### config.mk
export PLATFORM = sky130hd
export DESIGN_NAME = ddc_phase_scheduler
export DESIGN_NICKNAME = d
export VERILOG_FILES = /design/src/rtl/ddc_phase_scheduler.sv
export SDC_FILE = /design/constraint.sdc
export NUM_CORES = 1
export LEC_CHECK = 0
export ABC_AREA = 0
export CAP_MARGIN = 20
export CORE_MARGIN = 2
export CORE_UTILIZATION = 55
export CTS_CLUSTER_SIZE = 24
export DETAILED_ROUTE_END_ITERATION = 16
export PLACE_DENSITY = 0.86
export SYNTH_ARGS = -nofsm -noshare
export SYNTH_HDL_FRONTEND = slang
export SYNTH_SLANG_ARGS = --single-unit
### constraint.sdc
create_clock -name clk -period 12.1 [get_ports clk]
set_clock_uncertainty 0.15 [all_clocks]
set_input_delay 1.815 -clock clk [delete_from_list [all_inputs] [get_ports clk]]
set_output_delay 1.815 -clock clk [all_outputs]
set_load 0.005 [all_outputs]
### src/rtl/ddc_phase_scheduler.sv
// ddc_phase_scheduler: shares one ddc_core across N_CH tones, with shadow/active phase banks and a tag line.
// Optional build macro DDC_SCHED_OVERRUN_CNT_EN enables the saturating dropped-sample counter.
module ddc_phase_scheduler #(
  parameter int N_CH    = 4,
  parameter int DDC_LAT = 14
) (
  input  logic        clk,
  input  logic        rst,
  input  logic [31:0] adc_data,
  input  logic        adc_valid,
  input  logic        cfg_we,
  input  logic [3:0]  cfg_addr,
  input  logic [19:0] cfg_pinc,
  input  logic [19:0] cfg_poff,
  input  logic        cfg_commit,
  output logic        commit_pend,
  output logic [31:0] ddc_data,
  output logic [47:0] ddc_phase,
  output logic        ddc_valid,
  output logic [3:0]  ddc_ch,
  output logic        tag_valid,
  output logic [3:0]  tag_ch,
  output logic        overrun,
  output logic [15:0] overrun_cnt
);

  // adc_valid is a one-cycle strobe with no back-pressure: one sample sweeps,
  // one waits in pending, and anything beyond that is dropped and flagged.

  typedef enum logic {
    IDLE  = 1'b0,
    SWEEP = 1'b1
  } state_t;

  state_t      state_q, state_d;
  logic [3:0]  slot_q, slot_d;
  logic [31:0] act_q, act_d;
  logic [31:0] pend_q, pend_d;
  logic        pend_full_q, pend_full_d;
  logic        valid_q;
  logic [47:0] phase_q, phase_d;
  logic        commit_pend_q;
  logic        overrun_q;
  logic        last_slot;
  logic        copy_now;
  logic        drop;

  logic [19:0] sh_pinc  [N_CH];
  logic [19:0] sh_poff  [N_CH];
  logic [19:0] act_pinc [N_CH];
  logic [19:0] act_poff [N_CH];
  logic [19:0] mrg_pinc [N_CH];
  logic [19:0] mrg_poff [N_CH];
  logic        wr_hit   [N_CH];

  logic [4:0]  tag_sr   [DDC_LAT];

  assign last_slot = (state_q == SWEEP) && (slot_q == 4'(N_CH - 1));
  assign copy_now  = commit_pend_q && ((state_q == IDLE) || last_slot);

  // Shadow contents as they will be after this cycle's write, so a copy taken
  // in the same cycle as a write carries the new value.
  always_comb begin
    for (int i = 0; i < N_CH; i++) begin
      wr_hit[i]   = cfg_we && (cfg_addr == 4'(i));
      mrg_pinc[i] = wr_hit[i] ? cfg_pinc : sh_pinc[i];
      mrg_poff[i] = wr_hit[i] ? cfg_poff : sh_poff[i];
    end
  end

  always_comb begin
    state_d     = state_q;
    slot_d      = slot_q;
    act_d       = act_q;
    pend_d      = pend_q;
    pend_full_d = pend_full_q;
    drop        = 1'b0;
    case (state_q)
      IDLE: begin
        if (adc_valid) begin
          act_d   = adc_data;
          state_d = SWEEP;
          slot_d  = 4'd0;
        end
      end
      SWEEP: begin
        if (last_slot) begin
          slot_d = 4'd0;
          if (pend_full_q) begin
            act_d       = pend_q;
            pend_full_d = adc_valid;
            if (adc_valid) begin
              pend_d = adc_data;
            end
          end else if (adc_valid) begin
            act_d = adc_data;
          end else begin
            state_d = IDLE;
          end
        end else begin
          slot_d = slot_q + 4'd1;
          if (adc_valid) begin
            if (pend_full_q) begin
              drop = 1'b1;
            end else begin
              pend_d      = adc_data;
              pend_full_d = 1'b1;
            end
          end
        end
      end
      default: begin
        state_d = IDLE;
        slot_d  = 4'd0;
      end
    endcase
  end

  // Phase for the slot shown next cycle; a commit taken now applies to it.
  always_comb begin
    phase_d = '0;
    if (state_d == SWEEP) begin
      for (int i = 0; i < N_CH; i++) begin
        if (slot_d == 4'(i)) begin
          phase_d[19:0]  = copy_now ? mrg_pinc[i] : act_pinc[i];
          phase_d[43:24] = copy_now ? mrg_poff[i] : act_poff[i];
        end
      end
    end
  end

  always_ff @(posedge clk) begin
    if (rst) begin
      state_q       <= IDLE;
      slot_q        <= 4'd0;
      act_q         <= '0;
      pend_q        <= '0;
      pend_full_q   <= 1'b0;
      valid_q       <= 1'b0;
      phase_q       <= '0;
      commit_pend_q <= 1'b0;
      overrun_q     <= 1'b0;
    end else begin
      state_q     <= state_d;
      slot_q      <= slot_d;
      act_q       <= act_d;
      pend_q      <= pend_d;
      pend_full_q <= pend_full_d;
      valid_q     <= (state_d == SWEEP);
      phase_q     <= phase_d;
      if (cfg_commit) begin
        commit_pend_q <= 1'b1;
      end else if (copy_now) begin
        commit_pend_q <= 1'b0;
      end
      if (drop) begin
        overrun_q <= 1'b1;
      end
    end
  end

  always_ff @(posedge clk) begin
    if (rst) begin
      for (int i = 0; i < N_CH; i++) begin
        sh_pinc[i]  <= '0;
        sh_poff[i]  <= '0;
        act_pinc[i] <= '0;
        act_poff[i] <= '0;
      end
    end else begin
      for (int i = 0; i < N_CH; i++) begin
        sh_pinc[i] <= mrg_pinc[i];
        sh_poff[i] <= mrg_poff[i];
        if (copy_now) begin
          act_pinc[i] <= mrg_pinc[i];
          act_poff[i] <= mrg_poff[i];
        end
      end
    end
  end

  // Channel tag travels alongside the core's pipeline so results can be demuxed.
  always_ff @(posedge clk) begin
    if (rst) begin
      for (int i = 0; i < DDC_LAT; i++) begin
        tag_sr[i] <= '0;
      end
    end else begin
      tag_sr[0] <= {valid_q, slot_q};
      for (int i = 1; i < DDC_LAT; i++) begin
        tag_sr[i] <= tag_sr[i-1];
      end
    end
  end

`ifdef DDC_SCHED_OVERRUN_CNT_EN
  logic [15:0] ovr_cnt_q;

  always_ff @(posedge clk) begin
    if (rst) begin
      ovr_cnt_q <= '0;
    end else if (drop && (ovr_cnt_q != 16'hFFFF)) begin
      ovr_cnt_q <= ovr_cnt_q + 16'd1;
    end
  end

  assign overrun_cnt = ovr_cnt_q;
`else
  assign overrun_cnt = 16'h0000;
`endif

  assign commit_pend = commit_pend_q;
  assign ddc_data    = act_q;
  assign ddc_phase   = phase_q;
  assign ddc_valid   = valid_q;
  assign ddc_ch      = slot_q;
  assign tag_valid   = tag_sr[DDC_LAT-1][4];
  assign tag_ch      = tag_sr[DDC_LAT-1][3:0];
  assign overrun     = overrun_q;

endmodule

==> out/metrics.yaml <==
synth_top_cell_by_area: "dfxtp_1"
syn_area_per_cell_um2: 10.2
path_cells: "clkdlybuf4s50_1 > nor4bb_1 > nor2b_4 > buf_4 > mux2_2 > o211a_1 > o31ai_1 > a21oi_1"
wire_per_inst_um: 19.7
seq_area_mm2: 0.0117
drt-initial-drc-count: 1228
peakVddDrop_mv: 0.123
clk_latency_ns: 0.58
multi_input_area_mm2: 0.00899
gp_congestion: 0.787
fmax_mhz: 196
yosys.area_share.xor_xnor_pct: 0.0406
synth_area_mm2: 0.0216
muxShareOfSynthArea_pct: 9.93
grt_max_degree: 120
worst_pin_slew_ns: 1.14
critPathMaxFanout: 65
vias: 16400
crit_type: "in2reg"
place_ws_ns: 6.47
grt_usage_pct: 25.4
crit_family: "buffers and inverters"
synth_top_family_by_area: "simple AND/OR/NAND/NOR gates"
syn_to_final_growth_pct: 15.4
nets: 2240
synth_top_cell_area_share_pct: 31.7
arrival_ns: 5.40
synth-seq-cells: 502
num-fill-cells: 2937
vias_per_cell: 6.02
cts.sinks: 502
grt_pass1_wl_um: 84400
crit_path_max_incr_delay_ns: 0.95
cp-start-kind: "input port"
setup_viol: 0
synth_fa_ha_area_share_pct: 0.0580
hpwl_um: 28500
crit_buf_inv: 2
rows: 72
die_area_mm2: 0.0408
hold_viol: 0
overflow: 0
fin_ws_ns: 6.99
yosys_warnings: 0
relSlewSlack_pct: 24.3
yosys-top-cells-area: "dfxtp_1 (32%), edfxtp_1 (22%), nor2_1 (7.7%)"
status: "finished, final reports clean"
yosys.area_share.simple_pct: 16.8
antenna_left: 0
synthDistinctLibCells: 52
dieWidth_um: 202
power-per-cell-area_mw_per_mm2: 150
worst_setup_path_end_kind: "flip-flop"
p_total_mw: 3.72
coreArea_mm2: 0.0386
die_h_um: 202
initial_core_util_pct: 55.8
cts_root_buf: "clkbuf_16"
htree_levels: 2
io_buffers: 164
setup_tns_ns: 0
min_period_ns: 5.11
cts_tree: "done"
antenna_found_initial: 1
drv_slew: 0
drv_cap: 0
first_pass_iters: 5
cts_setup_buffers: 0
routed_wl_um: 53500
cts_buffers: 49
min_period_over_period_pct: 42.3
route.detailed.drc: 0
cts_hold_buffers: 0
rsz0062_at_grt: "false"
ys_seq_area_share_pct: 54.0
synth_cells: 2105
cts_resized: 0
synth-compound-area-share_pct: 14.1
hold_path_class: "reg2reg"
synth_ff_type: "dfxtp_1"
ctsLongestPathBuffers: 3
leakagePower_nw: 10.4
synth-async-reset-ratio_pct: 0
drive_above_1_share_pct: 7.56
synth_edf_count: 160
path_clk_slew_ns: 0.06
cp.required_ns: 12.38
crit_slowest_cell: "buf_4"
io_pins: 189
grt_pass1_vias: 16100
cell families after synthesis:
family,Yosys count
compound gates,422
xor+xnor,1
fa+ha+maj,1
buf+inv,215
flops,502
mux,200
other cells,1
simple gates,763
worst paths after layout:
| kind | depth (start not counted) | slack, ns | endpoint | start |
|---|---|---|---|---|
| worst max-delay path | 8 | 6.99 | ddc_phase[1]$_SDFF_PP0_ | cfg_we |
| worst min-delay path | 1 | 0.29 | tag_sr[1][6]$_SDFF_PP0_ | tag_sr[1][1]$_SDFF_PP0_ |
| worst max register to register | 8 | 7.63 | act_poff[3][16]$_SDFFCE_PN0P_ | ddc_ch[1]$_SDFF_PP0_ |
| worst min register to register | 1 | 0.29 | tag_sr[1][6]$_SDFF_PP0_ | tag_sr[1][1]$_SDFF_PP0_ |
registers in the layout, indices dropped and copies added, names as in the netlist:
name / count
act_pinc: 80
act_poff: 80
tag_sr: 70
ddc_ch: 4
ddc_phase: 40
ddc_data: 32
ddc_valid: 1
sh_pinc: 80
commit_pend: 1
sh_poff: 80
overrun: 1
pend_q: 32
pend_full_q: 1
worst register-to-register path: stages (launching register included):
cell      delay, ns
dfxtp_1        0.47
ha_1           0.31
and4bb_4       0.25
buf_4          0.68
or2_4          0.82
nand2b_4       0.64
buf_4          0.54
buf_12         0.29
nor2_1         0.17
layout by cell type, fill, tap and decap left out, drive strengths merged, types with 4 or more instances in the layout:
cell type | Yosys | routed
nand2 | 82 | 82
mux2i | 126 | 126
dfxtp | 342 | 342
nor2 | 441 | 441
o31ai | 74 | 74
a21oi | 113 | 113
nand2b | 5 | 5
buf | 105 | 30
nor2b | 72 | 72
clkinv | 0 | 14
o21ai | 41 | 41
a211o | 37 | 37
a211oi | 71 | 71
and3 | 38 | 38
inv | 2 | 4
o211a | 74 | 74
clkdlybuf4s50 | 0 | 162
nand3b | 32 | 32
mux2 | 74 | 74
or3 | 75 | 75
conb | 1 | 24
edfxtp | 160 | 160
clkbuf | 108 | 72
report_power, final:
part           internal, mW  switching, mW  total, mW
clock                 0.869          0.648       1.52
combinational         0.158          0.221      0.379
sequential             1.80         0.0277       1.83
total                  2.83          0.896       3.72
cell type report:
class | count | area share (%)
clock buffers | 72 | 5.78
repair buffers | 192 | 7.98
multi-input cells | 1411 | 36.1
inverters | 2 | 0.0302
diodes | 1 | 0.0101
well taps | 518 | 2.60
flip-flops and latches | 502 | 46.8
clock inverters | 18 | 0.629
cell usage after synthesis (2+ instances only):
library cell / number
a211o_1: 37
a211oi_1: 71
a21oi_1: 113
a221oi_1: 2
a31oi_1: 2
and3_1: 38
buf_1: 8
buf_2: 51
buf_4: 35
buf_6: 11
clkbuf_1: 108
dfxtp_1: 342
edfxtp_1: 160
inv_1: 2
mux2_1: 36
mux2_2: 29
mux2_4: 9
mux2i_1: 125
nand2_1: 82
nand2b_1: 5
nand3_1: 2
nand3b_1: 32
nor2_1: 440
nor2b_1: 72
nor3_1: 2
nor4_4: 3
nor4b_2: 2
o211a_1: 74
o211ai_1: 3
o21ai_0: 38
o21ai_1: 2
o31ai_1: 74
or3_1: 75
or3b_4: 2
per-stage QoR:
| stage | instance area (um^2) | util, % | hold WS, ns | instances |
|---|---|---|---|---|
| 3_3_place_gp | 23100 | 59.7 | 0.267 | 2616 |
| 3_5_place_dp | 23200 | 60.0 | 0.274 | 2620 |
| 6_report | 24900 | 64.4 | 0.288 | 2716 |
| 5_1_grt | 24900 | 64.4 | 0.307 | 2715 |
| 4_1_cts | 24800 | 64.1 | 0.291 | 2710 |
| 2_1_floorplan | 21700 | - | 0.264 | 2128 |
metal layers:
layer / vias to the layer above / routed length (um) / share of wire [%] / track usage [%]
li1: 7499 / - / - / -
met4: 2 / 1620 / 3.0 / 9.53
met5: - / 9 / 0.017 / 0
met3: 138 / 4440 / 8.3 / 4.35
met1: 8001 / 21900 / 41 / 33.2
met2: 720 / 25600 / 48 / 42.4
Power figures use the tool's default switching activity.
